===== src/rtl/multicycle_control.sv =====
// Main control FSM for the multi-cycle MIPS datapath: fetch/decode/execute/memory/write-back.
// Optional MC_ILLEGAL_TRAP_EN makes illegal opcodes a sticky terminal trap; otherwise they retire as NOPs.
module multicycle_control #(
  parameter int RETIRE_W = 32
) (
  input  logic                clk,
  input  logic                rst_n,
  input  logic [5:0]          opcode,
  input  logic [5:0]          funct,
  input  logic                zero,
  input  logic                mem_ready,
  output logic                mem_read,
  output logic                mem_write,
  output logic                i_or_d,
  output logic                ir_write,
  output logic                pc_write,
  output logic                reg_write,
  output logic                reg_dst,
  output logic                mem_to_reg,
  output logic                alu_src_a,
  output logic [1:0]          alu_src_b,
  output logic                ext_zero,
  output logic [1:0]          pc_source,
  output logic [3:0]          alu_op,
  output logic [RETIRE_W-1:0] retired,
  output logic                trap
);

  localparam logic [5:0] OP_RTYPE = 6'h00, OP_J   = 6'h02, OP_BEQ  = 6'h04, OP_BNE = 6'h05;
  localparam logic [5:0] OP_ADDI  = 6'h08, OP_ANDI = 6'h0C, OP_ORI = 6'h0D;
  localparam logic [5:0] OP_LW    = 6'h23, OP_SW   = 6'h2B;

  localparam logic [3:0] ALU_ADD = 4'b0000, ALU_SUB = 4'b0001, ALU_SLT = 4'b0010;
  localparam logic [3:0] ALU_AND = 4'b0100, ALU_OR  = 4'b0101, ALU_XOR = 4'b0110, ALU_NOR = 4'b0111;

  typedef enum logic [3:0] {
    S_FETCH, S_DECODE, S_MEM_ADDR, S_MEM_RD, S_MEM_WB, S_MEM_WR, S_EXEC_R,
    S_R_WB, S_EXEC_I, S_I_WB, S_BRANCH, S_JUMP, S_ILLEGAL
  } state_t;

  typedef struct packed {
    logic       mem_read;
    logic       mem_write;
    logic       i_or_d;
    logic       reg_write;
    logic       reg_dst;
    logic       mem_to_reg;
    logic       alu_src_a;
    logic [1:0] alu_src_b;
    logic       ext_zero;
    logic [1:0] pc_source;
    logic [3:0] alu_op;
  } ctrl_t;

  function automatic logic r_funct_ok(input logic [5:0] fn);
    case (fn)
      6'h20, 6'h22, 6'h24, 6'h25, 6'h26, 6'h27, 6'h2A: return 1'b1;
      default:                                         return 1'b0;
    endcase
  endfunction

  function automatic logic [3:0] r_alu_op(input logic [5:0] fn);
    case (fn)
      6'h22:   return ALU_SUB;
      6'h24:   return ALU_AND;
      6'h25:   return ALU_OR;
      6'h26:   return ALU_XOR;
      6'h27:   return ALU_NOR;
      6'h2A:   return ALU_SLT;
      default: return ALU_ADD;
    endcase
  endfunction

  // Moore outputs for a state; the IR is stable from DECODE on, so opcode/funct are valid here.
  function automatic ctrl_t ctrl_for(input state_t s, input logic [5:0] op, input logic [5:0] fn);
    ctrl_t c;
    c = '0;
    case (s)
      S_FETCH:    begin c.mem_read = 1'b1; c.alu_src_b = 2'b01; end
      S_DECODE:   c.alu_src_b = 2'b11;
      S_MEM_ADDR: begin c.alu_src_a = 1'b1; c.alu_src_b = 2'b10; end
      S_MEM_RD:   begin c.mem_read = 1'b1; c.i_or_d = 1'b1; end
      S_MEM_WB:   begin c.reg_write = 1'b1; c.mem_to_reg = 1'b1; end
      S_MEM_WR:   begin c.mem_write = 1'b1; c.i_or_d = 1'b1; end
      S_EXEC_R:   begin c.alu_src_a = 1'b1; c.alu_op = r_alu_op(fn); end
      S_R_WB:     begin c.reg_write = 1'b1; c.reg_dst = 1'b1; end
      S_EXEC_I: begin
        c.alu_src_a = 1'b1;
        c.alu_src_b = 2'b10;
        case (op)
          OP_ANDI: begin c.alu_op = ALU_AND; c.ext_zero = 1'b1; end
          OP_ORI:  begin c.alu_op = ALU_OR;  c.ext_zero = 1'b1; end
          default: c.alu_op = ALU_ADD;
        endcase
      end
      S_I_WB:     c.reg_write = 1'b1;
      S_BRANCH:   begin c.alu_src_a = 1'b1; c.alu_op = ALU_SUB; c.pc_source = 2'b01; end
      S_JUMP:     c.pc_source = 2'b10;
      default:    ;
    endcase
    return c;
  endfunction

  state_t              state_reg, state_next;
  ctrl_t               ctrl_reg;
  logic                retire;
  logic [RETIRE_W-1:0] retired_reg;

  always_comb begin
    state_next = state_reg;
    retire     = 1'b0;
    case (state_reg)
      S_FETCH:    if (mem_ready) state_next = S_DECODE;
      S_DECODE: begin
        case (opcode)
          OP_LW, OP_SW:             state_next = S_MEM_ADDR;
          OP_RTYPE:                 state_next = r_funct_ok(funct) ? S_EXEC_R : S_ILLEGAL;
          OP_BEQ, OP_BNE:           state_next = S_BRANCH;
          OP_J:                     state_next = S_JUMP;
          OP_ADDI, OP_ANDI, OP_ORI: state_next = S_EXEC_I;
          default:                  state_next = S_ILLEGAL;
        endcase
      end
      S_MEM_ADDR: state_next = (opcode == OP_SW) ? S_MEM_WR : S_MEM_RD;
      S_MEM_RD:   if (mem_ready) state_next = S_MEM_WB;
      S_MEM_WR:   if (mem_ready) begin state_next = S_FETCH; retire = 1'b1; end
      S_EXEC_R:   state_next = S_R_WB;
      S_EXEC_I:   state_next = S_I_WB;
      S_MEM_WB, S_R_WB, S_I_WB, S_BRANCH, S_JUMP: begin
        state_next = S_FETCH;
        retire     = 1'b1;
      end
      S_ILLEGAL: begin
`ifdef MC_ILLEGAL_TRAP_EN
        state_next = S_ILLEGAL;
`else
        state_next = S_FETCH;
        retire     = 1'b1;
`endif
      end
      default:    state_next = S_FETCH;
    endcase
  end

`ifdef MC_ILLEGAL_TRAP_EN
  logic trap_reg;
`endif

  always_ff @(posedge clk or negedge rst_n) begin
    if (!rst_n) begin
      state_reg   <= S_FETCH;
      ctrl_reg    <= ctrl_for(S_FETCH, 6'h00, 6'h00);
      retired_reg <= '0;
`ifdef MC_ILLEGAL_TRAP_EN
      trap_reg    <= 1'b0;
`endif
    end else begin
      state_reg <= state_next;
      ctrl_reg  <= ctrl_for(state_next, opcode, funct);
      if (retire) retired_reg <= retired_reg + RETIRE_W'(1);
`ifdef MC_ILLEGAL_TRAP_EN
      if (state_next == S_ILLEGAL) trap_reg <= 1'b1;
`endif
    end
  end

`ifdef MC_ILLEGAL_TRAP_EN
  assign trap = trap_reg;
`else
  assign trap = 1'b0;
`endif

  // Handshake- and flag-dependent strobes are gated by reset so nothing fires while held.
  assign ir_write = rst_n && (state_reg == S_FETCH) && mem_ready;
  assign pc_write = rst_n && (((state_reg == S_FETCH) && mem_ready) ||
                              (state_reg == S_JUMP) ||
                              ((state_reg == S_BRANCH) && ((opcode == OP_BNE) ? ~zero : zero)));

  assign mem_read   = ctrl_reg.mem_read;
  assign mem_write  = ctrl_reg.mem_write;
  assign i_or_d     = ctrl_reg.i_or_d;
  assign reg_write  = ctrl_reg.reg_write;
  assign reg_dst    = ctrl_reg.reg_dst;
  assign mem_to_reg = ctrl_reg.mem_to_reg;
  assign alu_src_a  = ctrl_reg.alu_src_a;
  assign alu_src_b  = ctrl_reg.alu_src_b;
  assign ext_zero   = ctrl_reg.ext_zero;
  assign pc_source  = ctrl_reg.pc_source;
  assign alu_op     = ctrl_reg.alu_op;
  assign retired    = retired_reg;

endmodule


===== config.mk =====
export PLATFORM = sky130hd
export DESIGN_NAME = multicycle_control
export DESIGN_NICKNAME = d
export VERILOG_FILES = /design/src/rtl/multicycle_control.sv
export SDC_FILE = /design/constraint.sdc
export NUM_CORES = 1
export LEC_CHECK = 0
export CAP_MARGIN = 25
export CORE_MARGIN = 4
export CORE_UTILIZATION = 45
export CTS_BUF_LIST = sky130_fd_sc_hd__clkbuf_8
export CTS_CLUSTER_SIZE = 10
export DETAILED_ROUTE_END_ITERATION = 8
export DONT_BUFFER_PORTS = 1
export PLACE_DENSITY = 0.62
export SYNTH_ARGS = -nofsm -noshare
export SYNTH_HDL_FRONTEND = slang
export SYNTH_SLANG_ARGS = --single-unit

===== constraint.sdc =====
create_clock -name clk -period 4.5 [get_ports clk]
set_clock_uncertainty 0.2 [all_clocks]
set_input_delay 0.225 -clock clk [delete_from_list [all_inputs] [get_ports clk]]
set_output_delay 0.225 -clock clk [all_outputs]
set_load 0.02 [all_outputs]

**Yosys cells after proc, flatten, opt, wreduce, memory -nomap -nowiden**

Index checks and enable logic that the tools add are counted.

- Output and inout bits: 51
- Word-level logic and storage cells: 101
- Input port bits: 16
- Register bits: 52

- Mux-type cells: 27
- Add/sub/neg operators: 1
- Eq/ne operators: 38
- Bitwise gates (word level): 1
- Reductions and logical operators: 21

Operator list:

| operator | number |
|---|---|
| equality test 6 bit, second input constant | 9 |
| equality test 4 bit, second input constant | 9 |
| adder 32 x 1 -> 32 bit, second input constant | 1 |
| equality test 4 x 3 -> 1 bit, second input constant | 8 |
| case mux 4 bit (7 select lines) | 1 |
| case mux 4 bit (5 select lines) | 1 |
| equality test 6 x 4 -> 1 bit, second input constant | 3 |
| case mux 3 bit (6 select lines) | 1 |
| equality test 4 x 2 -> 1 bit, second input constant | 4 |
| 2-to-1 mux 4 bit | 4 |
| 2-to-1 mux 1 bit | 14 |
| equality test 6 x 3 -> 1 bit, second input constant | 2 |
| case mux 4 bit (3 select lines) | 1 |
| OR reduction 2 bit | 6 |
| equality test 4 x 1 -> 1 bit, second input constant | 2 |
| zero test 4 bit | 2 |
| OR reduction 7 bit | 1 |
| equality test 6 x 2 -> 1 bit, second input constant | 1 |
| zero test 6 bit | 1 |
| case mux 2 bit (3 select lines) | 1 |
| case mux 3 bit (2 select lines) | 1 |
| OR reduction 3 bit | 2 |
| OR reduction 6 bit | 1 |
| logical AND 1 bit | 5 |
| other kinds (6) | 7 |

**Depth between registers and ports, before layout**

- Depth after elaboration: 11
- Gate-level depth with buffers: 9
- Mapped depth without buffers: 7

**Least setup slack after synthesis**

OpenSTA, ideal clock, no wires.

- Path type: flip-flop to flip-flop
- Start point: register retired_reg[3] (netlist: retired[3])
- End point: register retired_reg[31] (netlist: retired[31])
- Setup slack: 2.281 ns
- Cell stages (with the launch flop): 7
- Arrival time: 1.939 ns
- Period minus slack after synthesis: 2.219 ns
- Data required time: 4.221 ns
- Path buffers: 0
- Setup time: 0.079 ns
- Path through: dfrtp_1 and4_1 and3_1 nor4b_2 nand2_1 nor3_1 xor2_1

- Cells in the longest elaborated chain, start to end: 1

Ends and longest elaborated chain:

| element | line | text |
|---|---|---|
| start: declaration | 107 | `logic [RETIRE_W-1:0] retired_reg;` |
| start signal: assignment | 160 | `if (retire) retired_reg <= retired_reg + RETIRE_W'(1);` |
| adder 32 x 1 -> 32 bit | 160 |  |

Every way passes these cells.
A chain may end at the register's enable or synchronous reset.

**Final worst setup path**

- Start point: register state_reg[2]
- End point: register ctrl_reg, in the netlist alu_op[1]

- Cells in the longest elaborated chain, start to end: 4
- Elaborated cells on any way between the ends: 15
- Those cells by class: eq/ne: 9; mux: 5; reduce/logical: 1

Ends and longest elaborated chain:

| element | line | text |
|---|---|---|
| start: declaration | 104 | `state_t state_reg, state_next;` |
| start signal: assignment | 158 | `state_reg <= state_next;` |
| equality test 4 bit, or another cell as far along | 112 | `case (state_reg)` |
| case mux 4 bit (7 select lines) (*) | 112 |  |
| named net state_next[2] | 104 |  |
| equality test 4 bit or equality test 4 x 3 -> 1 bit (tied branches) | n/a |  |
| case mux 4 bit (3 select lines) (*) | 78 | `case (s)` |
| end signal: assignment | 152 | `ctrl_reg <= ctrl_for(S_FETCH, 6'h00, 6'h00);` |
| end signal: assignment | 159 | `ctrl_reg <= ctrl_for(state_next, opcode, funct);` |
| end: declaration | 105 | `ctrl_t ctrl_reg;` |

The timed path passes the listed nets; every way through them passes the cells marked *.

==> qor.csv <==
stage;metric;value;unit
finish;# diodes;0;
timing;hold_ws;37.50;ps
setup_path;Critical Path, Cell by Cell;mux2_2 > a211o_1 > a221oi_2 > nand4_1 > nor4b_2 > dlygate4sd3_1;
timing;Pins Over Slew Limit;0;
logic_synthesis;Seq cells post-synth;51;
detailed_routing;initial DRC count;39;
setup_path;Critical Path Source Type;flop;
clocking;CTS Root Cell;clkbuf_8;
clocking;TritonCTS Buffers;5;
detailed_routing;DR vias;1829;
global_routing;first-pass GRT wire length;8976;um
clocking;CTS H-tree depth;2;
logic_synthesis;Synth cell types;52;
die;die height;83.94;um
place;IO buf count;0;
place;DP Worst Slack;1850;ps
run;# Max-Cap Violations;0;
logic_synthesis;Post-Syn Area;2595;um^2
clocking;CTS sink count;51;
power_and_ir_drop;PD cells;476.7;nW/um^2
setup_path;R2R depth;6;
clocking;Clock Latency Late Sink;300;ps
timing;RSZ-0062 raised after global routing;false;
power_and_ir_drop;LEAKAGE;1.249;nW
place;hpwl dp;3778;um
logic_synthesis;ys flop type;dfrtp_1;
timing;Achievable Freq;337.2;MHz
die;starting density of the core;46.84;%
die;Die X;83.94;um
timing;Tcrit/Tclk final;65.89;%
detailed_routing;Routed wire per std cell;15.68;um
worst_hold_path;Hold Path Cell Cnt;2;
timing;Slew headroom;49.45;%
global_routing;largest net degree at the start of global routing;52;
timing;post-layout min period;2965;ps
detailed_routing;total iterations of the first detailed-routing run;4;
setup_path;WS Path Type;reg2reg;
timing;final setup fails;0;
setup_path;Crit. End Element;flop;
detailed_routing;DRC Markers;0;
setup_path;Max FO, Critical Path;16;
global_routing;vias in the first global route;1829;
place;Placer Congestion;0.8105;
timing;final worst slack;1535;ps
logic_synthesis;Seq/Total Area, Yosys;49.28;%
die;cell row count;27;
logic_synthesis;Mapped Avg Cell Area;10.30;um^2
detailed_routing;Vias/cell;5.443;
global_routing;Total GRT Usage;15.55;%
timing;Final Hold Fails;0;
logic_synthesis;Synth Warn #;0;
finish;fin nets;280;
global_routing;initial antenna violation count;0;
detailed_routing;ANT nets after route;0;
timing;Least-Margin Pin Slew;756.3;ps
clocking;Reg clk slew, reported paths;90;ps
logic_synthesis;number of enable flip-flop cells after synthesis;0;
finish;synthesis-to-finish area growth;11.57;%
clocking;CTS tree;yes;
worst_hold_path;hold crit path type;in2reg;
logic_synthesis;Synth Instances;252;
global_routing;grt ovf;0;
setup_path;CP Data Required Time;4550;ps
finish;max FFs per register;32;
clocking;CTS resizes;0;
outcome;outcome;finished clean;
die;Die Area;7046;um^2
setup_path;CP peak stage delay;570;ps
clocking;Max Buffers Root-to-Sink;2;
logic_synthesis;FFs w/ async S/R, synth;100.0;%
setup_path;CP arrival;3010;ps
detailed_routing;final WL;5267;um
die;core footprint;5540;um^2
setup_path;crit path max-delay cell type;dlygate4sd3_1;
timing;Setup TNS;0;ps
die;IO Pins;67;
finish;share of layout cells above drive strength 1;8.712;%
power_and_ir_drop;worst vdd ir;179.2;uV
## Yosys cell counts (all sizes together), types with 6 or more instances
cell | count | area (um^2)
inv | 7 | 26.28
dfrtp | 49 | 1226
xor2 | 13 | 113.9
nand3 | 13 | 65.06
nand2b | 8 | 50.05
nor2 | 23 | 86.33
nand2 | 20 | 75.07
nor3 | 13 | 65.06
xnor2 | 23 | 201.4
clkbuf | 6 | 22.52
and3 | 7 | 43.79
## per-layer routing
metal | routed length [um] | up-vias | GRT usage (%) | part of all wire (%)
met4 | 70 | 0 | 4.825 | 1.3
li1 | - | 899 | - | -
met3 | 349 | 5 | 4.738 | 6.6
met5 | 0 | - | 0 | 0
met2 | 2554 | 49 | 25.38 | 48
met1 | 2293 | 876 | 19.74 | 44
## final timing paths
kind	slack [ps]	startpoint	to
hold / removal	40	opcode[3]	state_reg[2]$_DFF_PN0_
setup / recovery	1530	state_reg[2]$_DFF_PN0_	alu_op[1]$_DFF_PN0_
setup reg to reg	1530	state_reg[2]$_DFF_PN0_	alu_op[1]$_DFF_PN0_
min in group asynchronous	260	rst_n	state_reg[0]$_DFF_PN0_
hold reg to reg	420	retired[31]$_DFFE_PN0P_	retired[31]$_DFFE_PN0P_
max in group asynchronous	3580	rst_n	mem_read$_DFF_PN1_
## cell families after synthesis
family                   share of synthesized area, %
AO/OA/AOI/OAI                                   8.968
XOR/XNOR                                        12.15
adder cells (fa/ha/maj)                        0.4821
buffers and inverters                           3.037
flip-flops                                      49.28
multiplexers                                    1.254
other                                          0.1445
AND/OR/NAND/NOR                                 24.69
## placed cells by master (no fill, tap or decap), drive strengths merged, types with 4 or more instances in the layout
cell,n
xor2,13
dfrtp,49
xnor2,23
nand2b,8
clkbuf,6
nand3,13
and2,4
and3,7
inv,7
nor3,13
dlygate4sd3,11
nand2,20
nor4,5
and4,4
nand4,5
nor2,23
or3,4
o21ai,4
a21boi,4
## layout make-up
| type | instances | area, um^2 |
|---|---|---|
| fillers | 521 | 2645 |
| clock inverters | 2 | 35.03 |
| inverters | 8 | 30.03 |
| multi-input cells | 185 | 1241 |
| well taps | 72 | 90.09 |
| repair buffers | 12 | 137.6 |
| flip-flops and latches | 51 | 1279 |
| clock buffers | 6 | 82.58 |
## power breakdown
group	internal (W)	switching [W]	total (W)
Combinational	0.000149	0.000195	0.000344
Sequential	0.000537	0.000174	0.000711
Clock	0.000180	0.000145	0.000325
Total	0.000865	0.000515	0.00138
## stage by stage
stage | utilization (%) | instance area (um^2) | cells | power [W]
CTS | 52.26 | 2895 | 336 | 0.001396
global placement | 47.65 | 2640 | 316 | 0.001047
global route | 52.26 | 2895 | 336 | 0.001474
finish | 52.26 | 2895 | 336 | 0.001380
detailed placement | 47.65 | 2640 | 316 | 0.001047
floorplan | - | 2599 | 253 | 0.0009769
## timing repair
item,CTS,global route
setup buffers,0,0
endpoints found under the setup margin,0,0
hold endpoints to repair,56,0
hold buffers,12,0
## critical path: cells and delay by family (launching register included)
family / cells / cell delay, ps
flops: 1 / 550
mux: 1 / 340
simple gates: 2 / 460
buf+inv: 1 / 570
compound gates: 2 / 790
(Power assumes the default switching activity.)
